<file path="config.mk">
export PLATFORM = sky130hd
export DESIGN_NAME = cap_scan_ctrl
export DESIGN_NICKNAME = d
export VERILOG_FILES = /design/src/rtl/cap_scan_ctrl.sv
export SDC_FILE = /design/constraint.sdc
export NUM_CORES = 1
export LEC_CHECK = 0
export ABC_AREA = 1
export BUFFER_PORTS_ARGS = -buffer_cell sky130_fd_sc_hd__buf_4
export CORE_ASPECT_RATIO = 0.5
export CORE_MARGIN = 4
export CORE_UTILIZATION = 58
export DETAILED_ROUTE_END_ITERATION = 8
export PLACE_DENSITY = 0.85
export SYNTH_ARGS = -nofsm -noshare
export SYNTH_HDL_FRONTEND = slang
export SYNTH_SLANG_ARGS = --single-unit
</file>
<file path="constraint.sdc">
create_clock -name clock -period 2.53 [get_ports clock]
set_clock_uncertainty 0.15 [all_clocks]
set_input_delay 0.506 -clock clock [delete_from_list [all_inputs] [get_ports clock]]
set_output_delay 0.506 -clock clock [all_outputs]
set_load 0.02 [all_outputs]
</file>
<file path="src/rtl/cap_scan_ctrl.sv">
// Capacitive touch-pad scanner: discharges all pads, releases one at a time and
// times how long it takes to charge past the input threshold.
module cap_scan_ctrl #(
    parameter int NPADS            = 4,
    parameter int CW               = 16,
    parameter int DISCHARGE_CYCLES = 64,
    parameter int TIMEOUT          = 2**CW - 1
) (
    input  logic                     clock,
    input  logic                     resetn,
    input  logic                     enable,
    input  logic [CW-1:0]            threshold,
    input  logic [NPADS-1:0]         pad_in,
    output logic [NPADS-1:0]         pad_oe,
    output logic [CW-1:0]            count_out,
    output logic [$clog2(NPADS)-1:0] count_pad,
    output logic                     count_valid,
    output logic [NPADS-1:0]         touched,
    output logic                     scan_done
);

    localparam int IW = $clog2(NPADS);
    localparam int DW = (DISCHARGE_CYCLES > 1) ? $clog2(DISCHARGE_CYCLES) : 1;
    localparam logic [IW-1:0] LAST_PAD = IW'(NPADS - 1);
    localparam logic [DW-1:0] DIS_LAST = DW'(DISCHARGE_CYCLES - 1);
    localparam logic [CW-1:0] CNT_MAX  = CW'(TIMEOUT);

    typedef enum logic [1:0] {IDLE, DISCHARGE, CHARGE, RECORD} state_t;

    state_t           r_state;
    state_t           w_state_next;
    logic [NPADS-1:0] r_sync1;
    logic [NPADS-1:0] r_sync2;
    logic [NPADS-1:0] r_shadow;
    logic [NPADS-1:0] w_shadow_upd;
    logic [NPADS-1:0] r_touched;
    logic [IW-1:0]    r_idx;
    logic [IW-1:0]    r_count_pad;
    logic [CW-1:0]    r_counter;
    logic [CW-1:0]    r_thr_q;
    logic [CW-1:0]    r_count_out;
    logic [DW-1:0]    r_dis_cnt;
    logic             r_count_valid;
    logic             r_scan_done;
    logic             w_dis_done;
    logic             w_hit;
    logic             w_last;
    logic             w_ge;

    assign w_dis_done = (r_dis_cnt == DIS_LAST);
    assign w_hit      = r_sync2[r_idx] | (r_counter == CNT_MAX);
    assign w_last     = (r_idx == LAST_PAD);
    assign w_ge       = (r_counter >= r_thr_q);

    assign count_out   = r_count_out;
    assign count_pad   = r_count_pad;
    assign count_valid = r_count_valid;
    assign touched     = r_touched;
    assign scan_done   = r_scan_done;

    // Only the pad under measurement is ever released, and only while charging.
    genvar gi;
    generate
        for (gi = 0; gi < NPADS; gi++) begin : g_oe
            assign pad_oe[gi] = ~((r_state == CHARGE) && (r_idx == IW'(gi)));
        end
    endgenerate

    always_comb begin
        w_shadow_upd        = r_shadow;
        w_shadow_upd[r_idx] = w_ge;
    end

    always_ff @(posedge clock or negedge resetn) begin
        if (!resetn) begin
            r_state <= IDLE;
        end else begin
            r_state <= w_state_next;
        end
    end

    always_comb begin
        w_state_next = r_state;
        case (r_state)
            IDLE:      if (enable) w_state_next = DISCHARGE;
            DISCHARGE: if (w_dis_done) w_state_next = CHARGE;
            CHARGE:    if (w_hit) w_state_next = RECORD;
            RECORD: begin
                if (!w_last || enable) w_state_next = DISCHARGE;
                else                   w_state_next = IDLE;
            end
            default:   w_state_next = IDLE;
        endcase
    end

    always_ff @(posedge clock or negedge resetn) begin
        if (!resetn) begin
            r_sync1       <= '0;
            r_sync2       <= '0;
            r_shadow      <= '0;
            r_touched     <= '0;
            r_idx         <= '0;
            r_count_pad   <= '0;
            r_counter     <= '0;
            r_thr_q       <= '0;
            r_count_out   <= '0;
            r_dis_cnt     <= '0;
            r_count_valid <= 1'b0;
            r_scan_done   <= 1'b0;
        end else begin
            r_sync1       <= pad_in;
            r_sync2       <= r_sync1;
            r_count_valid <= 1'b0;
            r_scan_done   <= 1'b0;
            case (r_state)
                IDLE: begin
                    r_dis_cnt <= '0;
                    if (enable) begin
                        r_idx   <= '0;
                        r_thr_q <= threshold;
                    end
                end
                DISCHARGE: begin
                    if (w_dis_done) begin
                        r_dis_cnt <= '0;
                        r_counter <= '0;
                    end else begin
                        r_dis_cnt <= r_dis_cnt + 1'b1;
                    end
                end
                CHARGE: begin
                    if (!w_hit) r_counter <= r_counter + 1'b1;
                end
                RECORD: begin
                    r_dis_cnt     <= '0;
                    r_count_out   <= r_counter;
                    r_count_pad   <= r_idx;
                    r_count_valid <= 1'b1;
                    r_shadow      <= w_shadow_upd;
                    if (!w_last) begin
                        r_idx <= r_idx + 1'b1;
                    end else begin
                        // Final pad: publish the whole scan, including this pad's bit.
                        r_touched   <= w_shadow_upd;
                        r_scan_done <= 1'b1;
                        if (enable) begin
                            r_idx   <= '0;
                            r_thr_q <= threshold;
                        end
                    end
                end
                default: r_dis_cnt <= '0;
            endcase
        end
    end

endmodule
</file>
; Word-level counts from Yosys, hierarchy flattened
; Index checks and enable logic that the tools add are counted.
[totals]
register_bits = 78
input_bits = 23
out_inout_bits = 28
[op_classes]
add_sub_neg = 3
n_lt_le_gt_ge = 3
n_eq_ne = 13
muxes = 24
n_bitwise = 5
reduce_logical = 17
[op_table]
columns = op, count
row1 = 16-bit 2-to-1 mux, 4
row2 = 16-bit case mux with 2 select lines, 2
row3 = 16-bit by 1-bit adder with 16-bit output (second input constant), 1
row4 = 16-bit == test (second input constant), 1
row5 = 16-bit >= comparator, 1
row6 = 6-bit case mux with 2 select lines, 1
row7 = 2-bit 2-to-1 mux, 5
row8 = 2-bit inequality test (second input constant), 5
row9 = 2-bit == test (second input constant), 4
row10 = 2-bit case mux with 4 select lines, 1
row11 = 6-bit by 1-bit adder with 6-bit output (second input constant), 1
row12 = 6-bit == test (second input constant), 1
row13 = 1-bit 2-to-1 mux, 6
row14 = 6-bit 2-to-1 mux, 1
row15 = 3-bit AND reduction, 2
row16 = 2-bit nonzero test, 3
row17 = 1-bit logical AND, 5
row18 = 4-bit bitwise mux, 1
row19 = 2-bit by 1-bit == test with 1-bit output (second input constant), 2
row20 = 2-bit zero test, 2
row21 = 1-bit inverter, 4
row22 = 2-bit case mux with 2 select lines, 1
row23 = 2-bit AND reduction, 2
row24 = 2-bit by 3-bit less-than comparator with 1-bit output (second input constant), 1
row25 = 8 further kinds, 8

; Depth between registers and ports, before layout
[depth]
word_depth = 5
ltp_mapped = 13
depth_no_buf = 13

; Least setup slack after synthesis
; OpenSTA, ideal clock, no wires.
[synth_timing]
path_kind = register to register
from = reg r_state[0]
to = reg r_counter[5]
arrival_ps = 1490
slack_ps = 773
path_stages_with_launch = 11
path_cell_list = dfrtp_1 -> inv_1 -> ha_1 -> inv_2 -> nor2_1 -> nand2_2 -> nand2_4 -> nand2_4 -> buf_6 -> nand2_1 -> nand2_1
[synth_between]
elab_chain_cells = 3
[synth_rtl]
columns = item, line
row1 = "start, declared", 30  ; state_t r_state;
row2 = "start signal, assigned", 78  ; r_state <= w_state_next;
row3 = 2-bit == test / 2-bit by 1-bit == test with 1-bit output (equally long branches), 115  ; case (r_state)
row4 = 2-bit inequality test (no source line) / 2-bit nonzero test (equally long branches), --
row5 = 3-bit AND reduction (no source line), --
row6 = "end signal, assigned", 132  ; if (!w_hit) r_counter <= r_counter + 1'b1;
row7 = "end, declared", 39  ; logic [CW-1:0] r_counter;
; Several ways; a longest one is shown, not always the timed one.
; A chain may end at the register's enable or synchronous reset.

; Final worst setup path
[layout_timing]
from = reg r_state[0]
to = reg r_counter[8]
; Same word-level chain as after synthesis.

==> out/summary.txt <==
drt via density = 5.33
max incr delay on CP = 0.42 ns
synthesized cell area = 0.00401 mm²
final count of hold timing violations = 0
Relative slew margins = 57.3%
wl on met1 = 3680 µm
final cycle utilization of the critical path = 86.6%
Fmax achieved = 456 MHz
post_cts resized = 0
DRC errors left = 0
Worst path slowest cell = dfrtp_1
Net Count, Synth = 540
clock buffer count from CTS = 9
dpl hpwl = 6160 µm
grt ovf = 0
status = complete, no violations
vias post-DR = 3,414
GRT Util Overall = 22.6%
Critical Path End Type = flip-flop
worst skew pair latency = 0.34 ns
CP top delay family = simple AND/OR/NAND/NOR gates
Power, Total = 4.60 mW
Finished Layout Cells = 640
row cnt = 21
initial antenna violation count = 0
Port Buffers = 50
HP Class = in2reg
routability congestion estimate = 0.901
post-CTS repair timing setup buffer count = 0
dpl cells = 623
cts hold-fix bufs = 1
Initial Utilization = 59.8%
clock transition at the registers of the reported paths = 0.06 ns
ANT nets after route = 0
Setup WS post-layout = 0.339 ns
minimum clock period = 2.19 ns
setup TNS = 0 ns
Root Buffer = clkbuf_16
H-tree depth = 3
Pins Over Slew Limit = 0
most frequent cells in the layout = 152 x nand2_1, 77 x dfrtp_1, 54 x buf_4, 50 x nor2_1, 45 x inv_1
synth warn = 0
Worst Path Buf+Inv = 2
core area = 0.00670 mm²
Die W = 126 µm
layout cells sized above 1 = 15.9%
Die Footprint = 0.00838 mm²
Worst Max-Slew Pin Slew = 0.636 ns
Iteration-0 DRC Markers = 215
Die Span Y = 66.8 µm
drt total wl = 8900 µm
I/O Pins = 51
DRT Pass-1 Iters = 6
detailed route wirelength on metal2 = 4350 µm
CTS Buffer Depth = 2
Post-Syn Instances = 489
CP Data Required Time = 2.61 ns
Syn Area/Cell = 8.19 µm²
CP Class = reg2reg
Layout area overhead = 20.1%
RSZ-0062 raised after global routing = no
routed len/inst = 13.9 µm
leak pwr = 2.55 nW
TritonCTS clock tree = yes
Seq cells post-synth = 77
final setup vio count = 0
final hold slack = 0.124 ns
Worst Path Arrival = 2.27 ns
Critical Path Fanout Max = 17
Power Dens Cells = 955 mW/mm²
Max-cap violations = 0
sequential cell area fraction in the yosys report = 48.1%
first-pass GRT wire length = 14,900 µm
final antenna diode count = 0
Met3 Wirelength = 685 µm
post-synth cell types = 29
critical-path cell list = inv_1 -> ha_1 -> inv_2 -> nor2_1 -> nand2_2 -> nand2_4 -> nand2_4 -> nand2_1 -> nand2_1
pre-CTS setup slack = 0.426 ns
clock sinks = 77
worst vdd ir = 0.502 mV
top routing layer used = met4
largest net degree at the start of global routing = 40
CP Launch Type = flip-flop
nets@finish = 594
most common cell after layout, fill and taps aside = nand2_1
vias in the first global route = 3,348
registers in the layout, summed over array words and instances, names as in the netlist:
signal	count
r_thr_q	16
r_sync1	4
count_out	16
r_counter	16
r_dis_cnt	6
r_state	2
count_valid	1
r_idx	2
touched	4
scan_done	1
r_sync2	4
count_pad	2
r_shadow	3
report_power, final:
part | internal, mW | total [mW] | switching, mW
Sequential | 1.48 | 1.62 | 0.138
Combinational | 0.532 | 1.59 | 1.06
Clock | 0.868 | 1.38 | 0.516
path summary, 6_finish.rpt:
kind	start	endpoint	slack, ns	depth (start not counted)
max in group asynchronous	resetn	r_dis_cnt[1]$_DFFE_PN0P_	1.13	3
max	r_state[0]$_DFFE_PN0P_	r_counter[8]$_DFFE_PN0P_	0.34	9
max reg2reg	r_state[0]$_DFFE_PN0P_	r_counter[8]$_DFFE_PN0P_	0.34	9
min in group asynchronous	resetn	r_thr_q[6]$_DFFE_PN0P_	0.52	2
min reg2reg	r_sync1[3]$_DFF_PN0_	r_sync2[3]$_DFF_PN0_	0.20	0
min	pad_in[0]	r_sync1[0]$_DFF_PN0_	0.12	1
cells by family after synthesis:
logic type | Yosys count | synth area share [%]
flops | 77 | 48.1
buf+inv | 61 | 6.18
fa+ha+maj | 28 | 8.74
xor+xnor | 10 | 2.19
mux | 1 | 0.281
compound gates | 45 | 5.87
simple gates | 267 | 28.6
layer usage:
layer | up-vias | global-route usage (%)
met3 | 20 | 7.61
met1 | 1604 | 26.0
met5 | - | 0
met4 | 0 | 10.3
li1 | 1665 | -
met2 | 125 | 39.1
worst register-to-register path: cells and delay by family, from the launching register on:
kind                     cells  cell delay (ns)
AND/OR/NAND/NOR              6             0.85
flip-flops                   1             0.42
buffers and inverters        2             0.36
adder cells (fa/ha/maj)      1             0.31
cell type report:
| type | count | area (µm²) |
|---|---|---|
| flip-flops and latches | 77 | 1930 |
| repair buffers | 56 | 435 |
| clock buffers | 9 | 225 |
| clock inverters | 7 | 98.8 |
| fillers | 512 | 1890 |
| well taps | 92 | 115 |
| multi-input cells | 351 | 1830 |
| inverters | 48 | 180 |
through the flow:
stage / utilization (%) / cell area, µm²
2_1_floorplan: - / 4010
5_1_grt: 71.8 / 4810
4_1_cts: 71.8 / 4810
3_3_place_gp: 66.9 / 4480
6_report: 71.8 / 4810
3_5_place_dp: 66.9 / 4480
cells in the mapped netlist:
library cell	n	area, µm²
buf_6	1	11.3
xnor2_1	4	35.0
ha_1	28	350
nor2_4	2	22.5
nor3_1	2	10.0
o22ai_1	2	12.5
nor2_1	50	188
nand3_1	38	190
mux2_2	1	11.3
nor3_2	2	20.0
inv_2	3	11.3
o211ai_1	3	22.5
clkbuf_1	5	18.8
or2_2	3	18.8
o21ai_0	14	70.1
buf_4	1	7.51
nor3b_1	1	7.51
nand4_1	8	50.1
nand3b_1	3	22.5
nand2_1	152	571
a21oi_1	25	125
nand2_4	2	22.5
nand2_2	3	18.8
buf_2	6	30.0
inv_1	45	169
and2_1	1	6.26
o21ai_1	1	5.00
xor2_1	6	52.6
dfrtp_1	77	1930
No activity file was read; power rests on OpenSTA's default activity.
